[src/rtl/wb_port_arbiter.sv]
// rtl/wb_port_arbiter.sv - register-file write port arbiter between pipeline writeback and load returns
module wb_port_arbiter #(
    parameter int DATA_W = 16,
    parameter int REG_W  = 3,
    parameter int DEPTH  = 2
) (
    input  logic                     clk,
    input  logic                     rst_n,
    input  logic                     pipe_valid,
    input  logic                     pipe_jal_en,
    input  logic [REG_W-1:0]         pipe_wr_reg,
    input  logic [DATA_W-1:0]        pipe_alu_out,
    input  logic [DATA_W-1:0]        pipe_pc_next,
    output logic                     pipe_stall,
    input  logic                     ld_valid,
    input  logic [REG_W-1:0]         ld_wr_reg,
    input  logic [DATA_W-1:0]        ld_data,
    output logic                     rf_wr_en,
    output logic [REG_W-1:0]         rf_wr_reg,
    output logic [DATA_W-1:0]        rf_wr_data,
    output logic [$clog2(DEPTH):0]   fifo_count
);

    localparam int PTR_W = $clog2(DEPTH);
    localparam int CNT_W = PTR_W + 1;

    logic [REG_W-1:0]  q_reg  [DEPTH];
    logic [DATA_W-1:0] q_data [DEPTH];
    logic [PTR_W-1:0]  rd_ptr;
    logic [PTR_W-1:0]  wr_ptr;

    logic              accept;
    logic              fifo_empty;
    logic              push;
    logic              pop;
    logic [DATA_W-1:0] pipe_data;

    // Stall decodes only the registered count so it never depends on this cycle's requests.
    assign pipe_stall = (fifo_count == CNT_W'(DEPTH));
    assign fifo_empty = (fifo_count == '0);
    assign accept     = pipe_valid & ~pipe_stall;
    assign pipe_data  = pipe_jal_en ? pipe_pc_next : pipe_alu_out;

    always_comb begin
        push = 1'b0;
        pop  = 1'b0;
        if (ld_valid) begin
            push = accept;
        end else if (!fifo_empty) begin
            pop  = 1'b1;
            push = accept;
        end
    end

    always_ff @(posedge clk) begin
        if (push) begin
            q_reg[wr_ptr]  <= pipe_wr_reg;
            q_data[wr_ptr] <= pipe_data;
        end
    end

    always_ff @(posedge clk or negedge rst_n) begin
        if (!rst_n) begin
            rf_wr_en   <= 1'b0;
            rf_wr_reg  <= '0;
            rf_wr_data <= '0;
            rd_ptr     <= '0;
            wr_ptr     <= '0;
            fifo_count <= '0;
        end else begin
            rf_wr_en <= 1'b0;
            if (ld_valid) begin
                rf_wr_en   <= 1'b1;
                rf_wr_reg  <= ld_wr_reg;
                rf_wr_data <= ld_data;
            end else if (!fifo_empty) begin
                rf_wr_en   <= 1'b1;
                rf_wr_reg  <= q_reg[rd_ptr];
                rf_wr_data <= q_data[rd_ptr];
            end else if (accept) begin
                rf_wr_en   <= 1'b1;
                rf_wr_reg  <= pipe_wr_reg;
                rf_wr_data <= pipe_data;
            end

            if (push) wr_ptr <= wr_ptr + PTR_W'(1);
            if (pop)  rd_ptr <= rd_ptr + PTR_W'(1);

            case ({push, pop})
                2'b10:   fifo_count <= fifo_count + CNT_W'(1);
                2'b01:   fifo_count <= fifo_count - CNT_W'(1);
                default: fifo_count <= fifo_count;
            endcase
        end
    end

    a_no_overflow: assert property (@(posedge clk) disable iff (!rst_n) !(push && pipe_stall));
    a_no_underflow: assert property (@(posedge clk) disable iff (!rst_n) !(pop && fifo_empty));

endmodule
[config.mk]
export PLATFORM = sky130hd
export DESIGN_NAME = wb_port_arbiter
export DESIGN_NICKNAME = d
export VERILOG_FILES = /design/src/rtl/wb_port_arbiter.sv
export SDC_FILE = /design/constraint.sdc
export NUM_CORES = 1
export LEC_CHECK = 0
export CAP_MARGIN = 30
export CELL_PAD_IN_SITES_DETAIL_PLACEMENT = 2
export CELL_PAD_IN_SITES_GLOBAL_PLACEMENT = 2
export CORE_MARGIN = 2
export CORE_UTILIZATION = 45
export CTS_CLUSTER_SIZE = 12
export DETAILED_ROUTE_END_ITERATION = 16
export DONT_BUFFER_PORTS = 1
export GPL_ROUTABILITY_DRIVEN = 0
export PLACE_DENSITY_LB_ADDON = 0.1
export SYNTH_ARGS = -nofsm -noshare
export SYNTH_HDL_FRONTEND = slang
export SYNTH_SLANG_ARGS = --single-unit
[constraint.sdc]
create_clock -name clk -period 5.7 [get_ports clk]
set_clock_uncertainty 0.1 [all_clocks]
set_input_delay 1.14 -clock clk [delete_from_list [all_inputs] [get_ports clk]]
set_output_delay 1.14 -clock clk [all_outputs]
set_load 0.1 [all_outputs]
==> results of run 1 <==
[cells by family (layout without fill, tap and decap cells)]
group / Yosys count / in the layout / synth area share [%]
muxes: 35 / 35 / 13.16
and+or+nand+nor: 14 / 14 / 2.712
xor gates and xnor gates: 5 / 5 / 1.556
buffers and inverters: 16 / 26 / 2.979
AOI/OAI and AO/OA: 56 / 56 / 17.25
DFF: 62 / 62 / 61.89
adders and majority gates: 1 / 1 / 0.4446
[metrics by stage]
stage | utilization (%) | hold slack, ns | cell area [µm²]
CTS | 52.32 | 0.3765 | 3134
global placement | 47.47 | 0.3982 | 2844
detailed placement | 49.39 | 0.4308 | 2959
finish | 52.78 | 0.3895 | 3162
floorplan | - | 0.3681 | 2814
global route | 52.78 | 0.3638 | 3162
[final cells by class]
cell class | count | area, µm² | area share (%)
Clock buffer | 11 | 151.4 | 4.788
Clock inverter | 5 | 23.77 | 0.7519
Inverter | 3 | 11.26 | 0.3562
Multi-Input combinational cell | 111 | 997.2 | 31.54
Sequential cell | 62 | 1742 | 55.09
Tap cell | 75 | 93.84 | 2.968
Timing Repair Buffer | 7 | 142.6 | 4.511
[per-layer routing]
metal / share of wire, % / vias up / GRT usage [%] / wire (µm)
li1: - / 742 / - / -
met1: 43 / 845 / 26.63 / 2971
met2: 51 / 53 / 34.90 / 3479
met3: 5.7 / 6 / 7.654 / 392
met4: 0.61 / 0 / 4.918 / 42
met5: 0 / - / 0 / 0
[cells in the final DEF (no fill, tap or decap), types with 3 or more instances in the layout]
master     synthesis  final
nand2_1            4      4
clkbuf_8           0     11
o221ai_1           3      3
o21a_1             3      3
a2bb2oi_1         26     26
edfxtp_1          38     38
buf_8              0      4
clkinv_2           0      4
mux2_2            16     16
nor2b_1            4      4
xnor2_1            4      4
o21bai_1          16     15
a2bb2oi_2          4      4
dfrtp_1           24     24
mux2i_1           19     19
buf_16             0      3
[worst register-to-register path, stage by stage (launching register included)]
cell,delay [ns]
dfrtp_1,0.48
buf_16,0.22
or3_4,0.50
nand2b_1,0.39
buf_8,0.27
o21a_1,0.19
[power groups by stage]
| stage | clock, µW | combinational [µW] | sequential, µW |
|---|---|---|---|
| global route | 373 | 612 | 1140 |
| detailed placement | 0 | 521 | 1170 |
| floorplan | 0 | 373 | 1150 |
| global placement | 0 | 384 | 1210 |
| finish | 343 | 567 | 1130 |
| CTS | 352 | 524 | 1160 |
[worst max-delay path by stage]
stage | slack [ns] | startpoint | end
after floorplan | 2.67 | fifo_count[1] | pipe_stall
after global placement | 2.62 | fifo_count[1] | pipe_stall
after detailed placement | 2.62 | fifo_count[1] | pipe_stall
after CTS | 2.24 | fifo_count[1] | pipe_stall
after global routing | 2.59 | fifo_count[0] | pipe_stall
final | 2.63 | fifo_count[0] | pipe_stall
==> impl_metrics.json, run 1 <==
{
  "worst_setup_path_start_kind": "flop",
  "grt_pass1_wl_um": 11070,
  "maxCapViolCount": 0,
  "avgSynthCellArea_um2": 14.89,
  "p_leak_uw": 0.001230,
  "ys_ff_latch": 62,
  "cp_max_fo": 4,
  "grt_max_degree": 25,
  "routed_wirelength_um": 6887,
  "p_per_area_nw_per_um2": 645.2,
  "dpl_worst_slack_ns": 2.616,
  "postCtsHoldBufs": 0,
  "p_int_uw": 1066,
  "numCtsBuffers": 9,
  "avgViaCountPerCell": 6.007,
  "core_um2": 5991,
  "hold_viol": 0,
  "wl_per_cell_um": 25.14,
  "fin_nets": 254,
  "ant_nets": 0,
  "htree_levels": 3,
  "worst_path_max_delay_cell": "and2b_1",
  "syn_to_final_growth_pct": 12.36,
  "seq_area_frac_synth_pct": 61.89,
  "drv_slew": 0,
  "synth_edf_count": 38,
  "grt.overflow.total": 0,
  "synthFlopType": "edfxtp_1",
  "clock_path_buffers": 2,
  "grt.total_usage_pct": 21.13,
  "max_slew_margin_pct": 37.41,
  "setup_slack_ns": 2.629,
  "fp-row-count": 28,
  "first_global_vias": 1977,
  "synthCells": 189,
  "end_kind": "output port",
  "path_class": "flop to output port",
  "cp.required_ns": 4.46,
  "antenna_found_initial": 0,
  "clkSlewWorstSetupHoldPaths_ns": 0.07,
  "synthTopCellsByArea": "edfxtp_1, dfrtp_1, a2bb2oi_1",
  "drt_first_pass_iters": 4,
  "synth_area_um2": 2814,
  "synth_common_cells": "edfxtp_1, a2bb2oi_1, dfrtp_1",
  "cp_cell_sequence": "buf_16, and2b_1",
  "combPwrFrac_pct": 27.8,
  "largest_reg_flops": 32,
  "max_freq_ghz": 0.3256,
  "clock_latency_ns": 0.34,
  "yosysWarnings": 0,
  "io_buffers": 0,
  "power.share.clock_pct": 16.8,
  "cp.depth": 2,
  "sw_frac_of_total_pct": 47.77,
  "synth_cell_type_count": 26,
  "num_vias": 1646,
  "power.total_uw": 2040,
  "p_switching_uw": 974.5,
  "root_buffer": "clkbuf_8",
  "nFillCells": 542,
  "first_iter_violations": 58,
  "synthArstFlopShare_pct": 38.71,
  "synth_fp_nets": 249,
  "period_needed_ns": 3.071,
  "place_hpwl_um": 4653,
  "cts_resized": 0,
  "timing.reg2reg.setup_slack_ns": 3.44,
  "slowest_delay_ns": 0.80,
  "synth_top_cell_area_share_pct": 40.55,
  "crit_family": "simple AND/OR/NAND/NOR gates",
  "min_path_type": "primary input to async pin",
  "drive_gt1_share_pct": 24.12,
  "antenna_cells": 0,
  "post_cts_buffers": 0,
  "worst-path-buf-inv": 1,
  "synth_area_leader_cell": "edfxtp_1",
  "ios": 82,
  "rsz0062_at_grt": "false",
  "rr_worst_depth": 5,
  "arrival_ns": 1.83,
  "drc": 0,
  "synth_most_common_cell": "edfxtp_1",
  "layout_worst_path_cycle_share_pct": 53.89,
  "crit-reg2reg-capture": "rf_wr_reg[0]",
  "worst_slew_pin_slew_ns": 0.9388,
  "setup_viol": 0,
  "cts_sinks": 62,
  "vdd_drop_max_mv": 0.4763,
  "final.setup.tns_ns": 0,
  "dp_cells": 257,
  "reg2reg_from": "fifo_count[0]",
  "die_area_um2": 6901,
  "stdcell_count": 274,
  "p_seq_share_pct": 55.4,
  "die_h_um": 83.08,
  "die_w_um": 83.08,
  "cts_tree": "done",
  "status": "finished, final reports clean",
  "initial_core_util_pct": 46.97
}
Power figures use the tool's default switching activity.
==> inputs of run 2 (changes only) <==
--- a/config.mk
+++ b/config.mk
@@ -9,7 +9,7 @@
 export CELL_PAD_IN_SITES_DETAIL_PLACEMENT = 2
 export CELL_PAD_IN_SITES_GLOBAL_PLACEMENT = 2
 export CORE_MARGIN = 2
-export CORE_UTILIZATION = 45
+export CORE_UTILIZATION = 38
 export CTS_CLUSTER_SIZE = 12
 export DETAILED_ROUTE_END_ITERATION = 16
 export DONT_BUFFER_PORTS = 1
==> constraint.sdc (replaced) <==
create_clock -name clk -period 2.8 [get_ports clk]
set_clock_uncertainty 0.1 [all_clocks]
set_input_delay 0.56 -clock clk [delete_from_list [all_inputs] [get_ports clk]]
set_output_delay 0.56 -clock clk [all_outputs]
set_load 0.1 [all_outputs]
==> run 2 against run 1 <==
  * First-iteration DRC count down 29%
  * Sequential share of layout area up 0.51 points
  * Flip-flop and latch count unchanged
  * Sequential power rose by 100%
  * Combinational power grew 85%
  * Via count increased by 0.55%
  * Worst setup slack got worse by 2.0 ns
  * Cell count increased by 9.5%
  * Power rose by 95%
  * Count of clock-buffer cells in the layout up 2
  * Non-clock buffer count increased by 3
  * Worst hold slack lost 0.16 ns
  * Largest power group unchanged
==> impl_metrics.json, run 2 (synthesized netlist as in run 1, its figures left out) <==
{
  "status": "finished, final reports clean",
  "antenna_found_initial": 0,
  "drive_gt1_share_pct": 22.89,
  "ant_nets": 0,
  "final_cell_mix": "edfxtp_1, a2bb2oi_1, dfrtp_1, mux2i_1, mux2_2",
  "vdd_drop_max_mv": 0.4648,
  "num_vias": 1655,
  "cts_sinks": 62,
  "period_needed_ns": 2.157,
  "nFillCells": 744,
  "drv_slew": 0,
  "max_slew_margin_pct": 38.40,
  "end_kind": "output port",
  "ios": 82,
  "worst_setup_path_start_kind": "flop",
  "path_class": "flop to output port",
  "drt_first_pass_iters": 4,
  "wl_per_cell_um": 22.64,
  "numCtsBuffers": 9,
  "max_freq_ghz": 0.4637,
  "cp_max_fo": 6,
  "arrival_ns": 1.50,
  "die_h_um": 90.06,
  "cts_tree": "done",
  "core_um2": 7214,
  "drc": 0,
  "final.setup.tns_ns": 0,
  "fin_nets": 257,
  "largest_reg_flops": 32,
  "grt.overflow.total": 0,
  "power.total_uw": 3986,
  "p_per_area_nw_per_um2": 1272,
  "final_area_um2": 3133,
  "fp-row-count": 31,
  "htree_levels": 3,
  "dpl_worst_slack_ns": 0.5032,
  "layout_worst_path_cycle_share_pct": 77.03,
  "worst_slew_pin_slew_ns": 0.9240,
  "clkSlewWorstSetupHoldPaths_ns": 0.07,
  "setup_viol": 0,
  "stdcell_count": 300,
  "clock_path_buffers": 2,
  "p_leak_uw": 0.001202,
  "layout_commonest_cell": "edfxtp_1",
  "routed_wirelength_um": 6791,
  "grt.total_usage_pct": 17.66,
  "first_global_vias": 1959,
  "crit_start": "fifo_count[0]",
  "setup_slack_ns": 0.6433,
  "io_buffers": 0,
  "rsz0062_at_grt": "false",
  "dp_cells": 281,
  "placed_area_um2": 2919,
  "die_w_um": 90.06,
  "avgViaCountPerCell": 5.517,
  "antenna_cells": 0,
  "first_iter_violations": 41,
  "min_path_type": "primary input to flop",
  "grt_pass1_wl_um": 10960,
  "syn_to_final_growth_pct": 11.34,
  "grt_max_degree": 25,
  "cp.required_ns": 2.14,
  "post_cts_buffers": 0,
  "initial_core_util_pct": 39.00,
  "hold_start": "pipe_wr_reg[2]",
  "maxCapViolCount": 0,
  "place_hpwl_um": 4398,
  "clock_latency_ns": 0.32,
  "hold_viol": 0,
  "die_area_um2": 8110,
  "root_buffer": "clkbuf_8",
  "reg2reg_from": "fifo_count[1]"
}
-- run 2: cell count changes in the layout (fill, tap and decap cells not counted), sizes merged --
cell / before / now
dlygate4sd3: 0 / 1
buf: 7 / 9
clkbuf: 11 / 13
clkinv: 5 / 2
-- run 2: worst paths after layout --
kind / slack (ns) / cells after the start / end
max in group asynchronous: 1.86 / 2 / rf_wr_data[13]
setup / recovery: 0.64 / 3 / pipe_stall
hold reg to reg: 0.43 / 1 / wr_ptr
hold / removal: 0.23 / 0 / q_reg[0][2]
min in group asynchronous: 0.58 / 2 / rf_wr_data[14]
setup reg to reg: 0.74 / 5 / rf_wr_data[0]
-- run 2: where the power goes --
group / switching [µW] / total (µW) / internal, µW / leakage, µW
clock: 320 / 658 / 338 / 0.0000809
sequential: 1040 / 2280 / 1240 / 0.000635
combinational: 566 / 1050 / 482 / 0.000486
total: 1930 / 3990 / 2060 / 0.00120
-- run 2: through the flow --
step           hold WS [ns]  util (%)
2_1_floorplan        0.1644         -
3_3_place_gp         0.1651     40.46
3_5_place_dp         0.1651     40.46
4_1_cts              0.2143     43.06
5_1_grt              0.2012     43.43
6_report             0.2260     43.43
-- run 2: per-layer routing --
| metal | part of all wire, % | vias to the layer above | global-route usage (%) |
|---|---|---|---|
| met5 | 0 | - | 0 |
| met2 | 51 | 57 | 30.01 |
| li1 | - | 744 | - |
| met1 | 43 | 848 | 21.51 |
| met4 | 0.93 | 0 | 6.154 |
| met3 | 5.4 | 6 | 5.113 |
-- run 2: layout make-up --
class | count | area [µm²] | share of cell area [%]
sequential | 62 | 1742 | 55.59
multi-input combinational | 111 | 997.2 | 31.83
clock buffer | 13 | 148.9 | 4.752
tap | 99 | 123.9 | 3.954
timing repair buffer | 10 | 101.3 | 3.235
inverter | 3 | 11.26 | 0.3594
clock inverter | 2 | 8.758 | 0.2796
-- run 2: critical path, cell delays in order, from the launching register on --
cell	delay, ns
dfrtp_1	0.38
buf_4	0.25
and2b_1	0.25
buf_4	0.29
-- run 2: timing repair --
item,in CTS,in global routing
setup endpoints to repair,0,0
hold buffers,2,0
hold endpoints to repair,24,0
resized for setup,0,0
==> inputs of run 3 (changes only) <==
--- a/config.mk
+++ b/config.mk
@@ -9,7 +9,7 @@
 export CELL_PAD_IN_SITES_DETAIL_PLACEMENT = 2
 export CELL_PAD_IN_SITES_GLOBAL_PLACEMENT = 2
 export CORE_MARGIN = 2
-export CORE_UTILIZATION = 38
+export CORE_UTILIZATION = 42
 export CTS_CLUSTER_SIZE = 12
 export DETAILED_ROUTE_END_ITERATION = 16
 export DONT_BUFFER_PORTS = 1
==> constraint.sdc (replaced) <==
create_clock -name clk -period 2.2 [get_ports clk]
set_clock_uncertainty 0.1 [all_clocks]
set_input_delay 0.44 -clock clk [delete_from_list [all_inputs] [get_ports clk]]
set_output_delay 0.44 -clock clk [all_outputs]
set_load 0.1 [all_outputs]
==> run 3 against run 2 <==
  * Critical endpoint unchanged
  * The run now ends with design-rule violations left
  * Count of clock-buffer cells in the layout fell by 2
  * Cell count increased by 0.67%
  * Non-clock buffer count rose by 23
  * Via count is 7.5% higher
  * Register-to-register slack worse by 0.32 ns
  * Critical path depth did not move
  * Sequential power shrank 21%
  * Flip-flop and latch count stayed put
  * Worst setup slack lost 0.52 ns
==> impl_metrics.json, run 3 (synthesized netlist as in run 1, its figures left out) <==
{
  "fp-row-count": 29,
  "arrival_ns": 1.54,
  "num_vias": 1779,
  "grt.total_usage_pct": 21.42,
  "clkSlewWorstSetupHoldPaths_ns": 0.07,
  "layout_commonest_cell": "edfxtp_1",
  "wl_per_cell_um": 24.02,
  "die_h_um": 85.85,
  "numCtsBuffers": 9,
  "cts_tree": "done",
  "ant_nets": 0,
  "place_hpwl_um": 4917,
  "hold_end": "q_reg[1][2]",
  "nFillCells": 602,
  "period_needed_ns": 2.077,
  "grt_pass1_wl_um": 11470,
  "drt_first_pass_iters": 10,
  "worst_setup_path_start_kind": "flop",
  "path_class": "flop to output port",
  "grt_max_degree": 25,
  "avgViaCountPerCell": 5.891,
  "root_buffer": "clkbuf_8",
  "hold_ws_ns": 0.09637,
  "worst_slew_pin_slew_ns": 0.6248,
  "stdcell_count": 302,
  "routed_wirelength_um": 7254,
  "final.setup.tns_ns": 0,
  "antenna_found_initial": 0,
  "hold_viol": 0,
  "post_cts_buffers": 0,
  "syn_to_final_growth_pct": 18.81,
  "ios": 82,
  "cts_resized": 0,
  "end_kind": "output port",
  "rsz0062_at_grt": "false",
  "timing.reg2reg.setup_slack_ns": 0.42,
  "clock_path_buffers": 2,
  "layout_worst_path_cycle_share_pct": 94.40,
  "reg2reg_from": "fifo_count[1]",
  "p_leak_uw": 0.001339,
  "failed_checks": "design-rule violations",
  "crit-reg2reg-capture": "rf_wr_data[0]",
  "final_area_um2": 3343,
  "largest_reg_flops": 32,
  "io_buffers": 0,
  "postCtsHoldBufs": 2,
  "initial_core_util_pct": 43.81,
  "vdd_drop_max_mv": 0.8018,
  "fin_nets": 280,
  "drive_gt1_share_pct": 32.00,
  "hold_path_depth": 0,
  "grt.overflow.total": 0,
  "min_path_type": "primary input to flop",
  "placed_area_um2": 3084,
  "antenna_cells": 0,
  "htree_levels": 3,
  "cp.required_ns": 1.66,
  "cts_sinks": 62,
  "die_area_um2": 7370,
  "clock_latency_ns": 0.34,
  "hold_start": "pipe_wr_reg[2]",
  "dp_cells": 284,
  "rr_worst_depth": 5,
  "maxCapViolCount": 0,
  "max_freq_ghz": 0.4815,
  "die_w_um": 85.85,
  "setup_viol": 0,
  "core_um2": 6422,
  "fin_util_pct": 52.06,
  "drv_slew": 0,
  "drc": 5,
  "first_iter_violations": 101,
  "max_slew_margin_pct": 58.25,
  "p_per_area_nw_per_um2": 1714,
  "final_cell_mix": "edfxtp_1, buf_4, a2bb2oi_1, dfrtp_1, mux2i_1",
  "first_global_vias": 2064,
  "status": "finished with violations",
  "cp_max_fo": 5
}
## run 3: area by class of cell
cell class                      instances  area (µm²)  share of cell area, %
Clock buffer                           11       131.4                  3.930
Clock inverter                          5       97.59                  2.919
Inverter                                3       11.26                 0.3368
Multi-Input combinational cell        111       999.7                  29.90
Sequential cell                        62        1744                  52.17
Tap cell                               77       96.34                  2.882
Timing Repair Buffer                   33       262.8                  7.859
## run 3: through the flow
stage,worst slack (ns),total power (µW)
3_3_place_gp,0.4759,4470
3_5_place_dp,0.4140,4566
5_1_grt,0.07491,5969
6_report,0.1231,5731
2_1_floorplan,0.005523,3969
4_1_cts,0.1080,5780
## run 3: power breakdown
part	leakage, µW	switching [µW]	total [µW]	internal, µW
Clock	0.000113	440	1190	746
Sequential	0.000633	189	1800	1610
Combinational	0.000593	1940	2750	806
## run 3: metal layers
| layer | GRT usage, % | vias up | routed length [µm] |
|---|---|---|---|
| li1 | - | 789 | - |
| met1 | 26.40 | 926 | 3127 |
| met5 | 0 | - | 0 |
| met4 | 8.369 | 0 | 114 |
| met2 | 37.50 | 52 | 3765 |
| met3 | 3.754 | 12 | 246 |
## run 3: worst max-delay path, cell delays in order (launching register included)
cell and delay [ns]:
dfrtp_2 0.44, buf_4 0.25, and2b_2 0.24, buf_4 0.28
## run 3: worst max path at each step
stage	startpoint	slack [ns]	cells after the start	to
final	fifo_count[0]	0.12	3	pipe_stall
after global routing	fifo_count[0]	0.07	3	pipe_stall
after CTS	fifo_count[0]	0.11	3	pipe_stall
after detailed placement	ld_valid	0.41	4	q_data[0][7]
after global placement	fifo_count[0]	0.48	4	rf_wr_data[0]
after floorplan	fifo_count[0]	0.006	2	q_data[1][0]
